===== config.mk =====
export PLATFORM = sky130hd
export DESIGN_NAME = branch_stall_ctrl
export DESIGN_NICKNAME = d
export VERILOG_FILES = /design/src/rtl/branch_stall_ctrl.sv
export SDC_FILE = /design/constraint.sdc
export NUM_CORES = 1
export LEC_CHECK = 0
export BUFFER_PORTS_ARGS = -buffer_cell sky130_fd_sc_hd__buf_2
export CAP_MARGIN = 25
export CORE_MARGIN = 3
export CORE_UTILIZATION = 60
export DETAILED_ROUTE_END_ITERATION = 10
export HOLD_SLACK_MARGIN = 0.03
export PLACE_DENSITY = 0.79
export SYNTH_ARGS = -nofsm -noshare
export SYNTH_HDL_FRONTEND = slang
export SYNTH_SLANG_ARGS = --single-unit

===== constraint.sdc =====
create_clock -name Clk -period 1.7 [get_ports Clk]
set_input_delay 0.17 -clock Clk [delete_from_list [all_inputs] [get_ports Clk]]
set_output_delay 0.17 -clock Clk [all_outputs]
set_load 0.01 [all_outputs]

===== src/rtl/branch_stall_ctrl.sv =====
// ---------------------------------------------------------------------------
// branch_stall_ctrl
//
// Control-side driver for the program counter. Decodes the fetched
// instruction, produces the jump enable and the jump target (read from a
// loadable 16-entry target LUT), and sequences the multi-cycle stall window
// that the PC needs for memory operations.
//
// Optional feature macro: BRANCH_FLUSH_EN
//   defined   : a taken branch (Jen & Zero) inserts one FLUSH cycle in which
//               Bubble is high and Jen is held low.
//   undefined : no FLUSH state, Bubble is tied low, a taken branch leaves the
//               controller in IDLE.
//
// Parameters
//   STALL_CYC  cycles StallCtr is held high per memory op (legal 2..15)
//   OP_BZ      opcode (Instr[8:5]) of branch-if-zero
//   OP_LD      opcode of load  (multi-cycle)
//   OP_ST      opcode of store (multi-cycle)
//
// Ports
//   Clk       in   1  clock, all state updates on posedge
//   Reset     in   1  synchronous, active-high
//   Instr     in   9  current instruction; [8:5] opcode, [3:0] LUT index
//   Zero      in   1  ALU zero flag (only used for flush tracking)
//   LutWe     in   1  target LUT write strobe
//   LutAddr   in   4  target LUT write index
//   LutData   in   8  target LUT write data
//   Jen       out  1  jump enable to PC (PC jumps when Jen & Zero)
//   Jump      out  8  jump target = lut[Instr[3:0]]
//   StallCtr  out  1  stall window to PC, high STALL_CYC cycles per mem op
//   Bubble    out  1  downstream must treat the current Instr as a NOP
//   DbgState  out  2  current FSM state (0 IDLE, 1 STALL, 2 RELEASE, 3 FLUSH)
//   DbgCnt    out  4  current stall down-counter
//
// Handshake: there is no valid/ready pair; every input is sampled on each
// rising edge of Clk and the combinational outputs (Jen, Jump) follow Instr
// within the same cycle, while StallCtr/Bubble follow the registered state.
// ---------------------------------------------------------------------------
module branch_stall_ctrl #(
    parameter int unsigned STALL_CYC = 4,
    parameter logic [3:0]  OP_BZ     = 4'hE,
    parameter logic [3:0]  OP_LD     = 4'h8,
    parameter logic [3:0]  OP_ST     = 4'h9
) (
    input  logic       Clk,
    input  logic       Reset,
    input  logic [8:0] Instr,
    input  logic       Zero,
    input  logic       LutWe,
    input  logic [3:0] LutAddr,
    input  logic [7:0] LutData,
    output logic       Jen,
    output logic [7:0] Jump,
    output logic       StallCtr,
    output logic       Bubble,
    output logic [1:0] DbgState,
    output logic [3:0] DbgCnt
);

    typedef enum logic [1:0] {
        S_IDLE    = 2'd0,
        S_STALL   = 2'd1,
        S_RELEASE = 2'd2
`ifdef BRANCH_FLUSH_EN
        ,
        S_FLUSH   = 2'd3
`endif
    } state_t;

    // Counter preload: STALL_CYC-1 down to 0 gives exactly STALL_CYC cycles.
    localparam logic [3:0] STALL_LOAD = 4'(STALL_CYC - 1);

    state_t     state;
    state_t     state_nxt;
    logic [3:0] cnt;
    logic [3:0] cnt_nxt;
    logic [7:0] lut [16];

    logic [3:0] opcode;
    logic [3:0] lut_idx;
    logic       is_mem;
    logic       is_bz;

    assign opcode  = Instr[8:5];
    assign lut_idx = Instr[3:0];
    assign is_mem  = (opcode == OP_LD) || (opcode == OP_ST);
    assign is_bz   = (opcode == OP_BZ);

    // Instr[4] carries no meaning here; Zero is unused when flushing is off.
    logic unused_ok;
    assign unused_ok = &{1'b0, Instr[4], Zero};

    // -----------------------------------------------------------------------
    // State register
    // -----------------------------------------------------------------------
    always_ff @(posedge Clk) begin
        if (Reset) begin
            state <= S_IDLE;
            cnt   <= 4'd0;
        end else begin
            state <= state_nxt;
            cnt   <= cnt_nxt;
        end
    end

    // -----------------------------------------------------------------------
    // Target LUT: synchronous write, combinational read. A write and a read
    // of the same entry in one cycle returns the old contents that cycle.
    // -----------------------------------------------------------------------
    always_ff @(posedge Clk) begin
        if (Reset) begin
            for (int i = 0; i < 16; i++) begin
                lut[i] <= 8'h00;
            end
        end else if (LutWe) begin
            lut[LutAddr] <= LutData;
        end
    end

    // -----------------------------------------------------------------------
    // Next-state logic
    // -----------------------------------------------------------------------
    always_comb begin
        state_nxt = state;
        cnt_nxt   = cnt;
        case (state)
            S_IDLE: begin
                if (is_mem) begin
                    state_nxt = S_STALL;
                    cnt_nxt   = STALL_LOAD;
                end
`ifdef BRANCH_FLUSH_EN
                else if (Jen && Zero) begin
                    state_nxt = S_FLUSH;
                end
`endif
            end
            S_STALL: begin
                if (cnt == 4'd0) begin
                    state_nxt = S_RELEASE;
                end else begin
                    cnt_nxt = cnt - 4'd1;
                end
            end
            // One dead cycle so a mem op still sitting on Instr does not
            // immediately retrigger another stall window.
            S_RELEASE: begin
                state_nxt = S_IDLE;
            end
`ifdef BRANCH_FLUSH_EN
            S_FLUSH: begin
                state_nxt = S_IDLE;
            end
`endif
            default: begin
                state_nxt = S_IDLE;
                cnt_nxt   = 4'd0;
            end
        endcase
    end

    // -----------------------------------------------------------------------
    // Outputs. Branches seen outside IDLE are dropped (Jen low).
    // -----------------------------------------------------------------------
    assign Jen      = is_bz && (state == S_IDLE) && !Reset;
    assign Jump     = Reset ? 8'h00 : lut[lut_idx];
    assign StallCtr = (state == S_STALL);
`ifdef BRANCH_FLUSH_EN
    assign Bubble   = (state == S_FLUSH);
`else
    assign Bubble   = 1'b0;
`endif
    assign DbgState = state;
    assign DbgCnt   = cnt;

endmodule


Word level (Yosys, flattened, before mapping) --
Memories as Yosys holds them, arrays and structs flattened. Index checks and enable logic that the tools add are counted.
Operators by class: $add $sub $neg 1, eq/ne operators 8, mux-type cells 15, bitwise operators 1, reduce and logical (&&, ||, !) cells 9
Operators by type and width (count):
- $mux 8 | 2
- $eq 4x4->1 const B | 3
- $mux 4 | 3
- $pmux 4 s3 | 1
- $reduce_or 8->1 | 1
- $mux 1 | 6
- $logic_not 4->1 | 1
- $mux 2 | 2
- $ne 2x2->1 const B | 2
- $pmux 2 s2 | 1
- $sub 4x1->4 const B | 1
- $reduce_and 3->1 | 1
- $eq 2x1->1 const B | 1
- $eq 2x2->1 const B | 1
- $logic_and 1x1->1 | 2
- $logic_not 2->1 | 1
- $ne 2x1->1 const B | 1
- $reduce_and 2->1 | 1
- $logic_not 1->1 | 1
- $logic_or 1x1->1 | 1
- $not 1->1 | 1
Storage, ports and cells: register bits after elaboration 6, bits in writable memories 128, bits of input ports 25, word-level logic and storage cells 37, memories kept 1
Memory list:
- lut | depth 16, bits a word 8, rd ports 1, clocked after memory_dff 0, write ports 16, line 78 | logic [7:0] lut [16];

Depth between registers and ports, before layout --
depth after elaboration 5, mapped depth 7, gate-level depth less buffers 6

Least setup slack after synthesis --
Ideal clock, no wire load.
kind input to output, start point input port Instr[0], end point output port Jump[4], arrival time 1.196 ns, data required time 1.530 ns, path slack 0.334 ns, stages 5, path buffers 2, cell sequence buf_6 buf_8 mux4_2 o21ai_0 o21ai_0
Between the ends: word-level cells in the longest chain between the ends 2
RTL lines:
- from (decl) | line 48 | input logic [8:0] Instr,
- $mem_v2 16x8
- $mux 8 | line 167 | assign Jump = Reset ? 8'h00 : lut[lut_idx];
- to (decl) | line 54 | output logic [7:0] Jump,
No other way between the ends.

Worst setup path in the final report --
start point memory lut[10][5], end point output port Jump[5]
Between the ends: word-level cells in the longest chain between the ends 2
RTL lines (line):
- from (decl) | 78
- $mem_v2 16x8
- $mux 8 | 167
No other way between the ends.

==> metrics.yaml <==
die_y_microns: 109
hold_viol: 0
worst_pin_slew_ns: 0.735
syn-num-nets: 477
combPwrFrac_pct: 8.9
dp_hpwl_microns: 9310
p_per_area_nw_per_um2: 1020
ys.flop_type: "edfxtp_1"
mappedNetlistArea_sq_um: 6380
antenna_found_initial: 0
status: "finished, violations left"
fin_cells: 658
vdd_ir_drop_max_mv: 0.654
tns_ns: -2.49
synth_cell_types: 39
wire_per_inst_microns: 21.2
finalSetupViolCount: 8
vias_per_cell: 5.83
num_antenna_cells: 0
cts_tree: "done"
via_count: 3837
critPathRequiredTime_ns: 1.53
ys_warn_count: 0
seqPwrFrac_pct: 51.7
clkSinkCount: 134
final_util_pct: 71.0
rsz0062_at_grt: "true"
synth_top_cell_area_share_pct: 60.2
p_sw_mw: 1.67
cts-root-buf: "clkbuf_8"
synthToLayoutAreaGrowth_pct: 14.8
io_buffers: 38
critPathKind: "flop to output pin"
clk-insertion-delay-late_ns: 0.52
grt_first_pass_wirelength_microns: 21600
antenna_left: 0
synth_top_area_cell: "edfxtp_1"
htreeDepth: 4
fin_hold_ws_ns: 0.133
max_freq_mhz: 485
worst_ep_arrival_time_ns: 1.89
cp_max_fo: 1
nets: 539
drc: 0
power_mw: 7.48
grt_pass1_vias: 3945
power.leakage_nw: 2.79
die_width_microns: 109
timing.final.crit_share_pct: 121
clk_pin_slew_ns: 0.06
async_reset_ff_share_pct: 0
startpoint_type: "flop"
std_cell_rows: 37
final_cell_mix: "129 x and2_1, 128 x edfxtp_1, 38 x buf_2"
mostFrequentLayoutCell: "and2_1"
firstDrtPassIters: 5
dp_cells: 627
hold_class: "input port to flop"
grt-ovfl-total: 0
synth_edf_count: 128
violations: "negative setup slack"
synthTopCellsByArea: "edfxtp_1 60%, and2_1 13%, mux2i_1 5.3%, mux4_2 5.3%, mux4_1 2.1%"
syn_inst: 450
syn_area_per_cell_sq_um: 14.2
cts_buffer_depth: 2
initial_core_util_pct: 61.8
grt_usage_pct: 25.5
grt_max_degree: 18
pin_count: 42
yosysSeqAreaShare_pct: 62.1
dieArea_sq_um: 11900
skew_ns: 0.000804
maxCapViolations: 0
layout-drive-gt1-share_pct: 25.9
min_period_ns: 2.06
synth-seq-cells: 134
internal_power_mw: 5.81
cts_made_buffers: 17
gp_congestion: 0.790
worst_slack_ns: -0.363
slew_headroom_pct: 50.9
p_clk_share_pct: 39.4
drt_wl_total_microns: 13900
coreArea_sq_um: 10300
drtIter0Drc: 311
swShare_pct: 22.3
cp-end-kind: "output pin"
slew_viol_final: 0
metrics by stage:
stage                     worst slack (ns)  instance area, sq um
after floorplan                      0.334                  6380
after global placement              -0.164                  6820
after detailed placement            -0.201                  6820
after CTS                           -0.370                  7320
after global routing                -0.410                  7330
final                               -0.363                  7330
final timing paths:
| check | startpoint | to | slack [ns] | cells past startpoint |
|---|---|---|---|---|
| worst max-delay path | lut[10][5]$_SDFFCE_PN0P_ | Jump[5] | -0.36 | 4 |
| worst min-delay path | LutData[3] | lut[14][3]$_SDFFCE_PN0P_ | 0.13 | 2 |
| worst min register to register | DbgState[1]$_SDFFE_PP0P_ | DbgState[1]$_SDFFE_PP0P_ | 0.56 | 1 |
| worst max register to register | DbgCnt[0]$_SDFFE_PP0P_ | DbgCnt[0]$_SDFFE_PP0P_ | 0.23 | 6 |
registers in the layout, indices dropped and copies added (netlist names):
signal / cells
lut: 128
DbgState: 2
DbgCnt: 4
cells in the mapped netlist, drive strengths merged (6+ instances only):
cell / number
nand2: 9
dfxtp: 6
nor3: 6
mux4: 20
and2: 129
edfxtp: 128
or2: 17
clkbuf: 13
o21ai: 10
buf: 12
nor2: 20
mux2i: 34
a22oi: 8
critical path: stages (launching register included):
cell	delay (ns)
edfxtp_1	0.38
mux4_2	0.50
mux2i_2	0.23
o21ai_2	0.11
buf_2	0.16
cells by family after synthesis:
family	count (synthesis)	synth area share [%]
and+or+nand+nor	197	18.5
adders and majority gates	2	0.392
buffers and inverters	29	2.74
AOI/OAI and AO/OA	33	3.47
muxes	54	12.7
DFF	134	62.1
other	1	0.0588
layer usage:
layer	up-vias	wire length (microns)	global-route usage [%]
met5	-	0	0
met4	0	246	7.75
met3	21	1030	6.81
met2	141	7040	41.8
met1	1906	5620	33.7
li1	1769	-	-
area by class of cell:
type	instances	area [sq um]
Inverter	4	15.0
Fill cell	671	3000
Multi-Input combinational cell	287	2270
Sequential cell	134	3970
Tap cell	136	170
Clock buffer	20	425
Timing Repair Buffer	68	445
Clock inverter	9	40.0
power groups by stage:
stage	registers, mW	clock network, mW	logic [mW]
6_report	3.87	2.95	0.664
5_1_grt	3.88	3.12	0.717
4_1_cts	3.86	2.97	0.661
3_5_place_dp	3.93	0	0.631
3_3_place_gp	3.92	0	0.615
2_1_floorplan	3.90	0	0.413
repair_timing:
| action | 4_1_cts | 5_1_grt |
|---|---|---|
| hold endpoints to repair | 1 | 0 |
| gates resized for setup | 13 | 5 |
| buffers inserted | 0 | 0 |
| endpoints found under the setup margin | 8 | 9 |
| pin swaps | 5 | 0 |
| hold buffers | 2 | 0 |
Note: power is estimated with default switching activity, not from simulation.
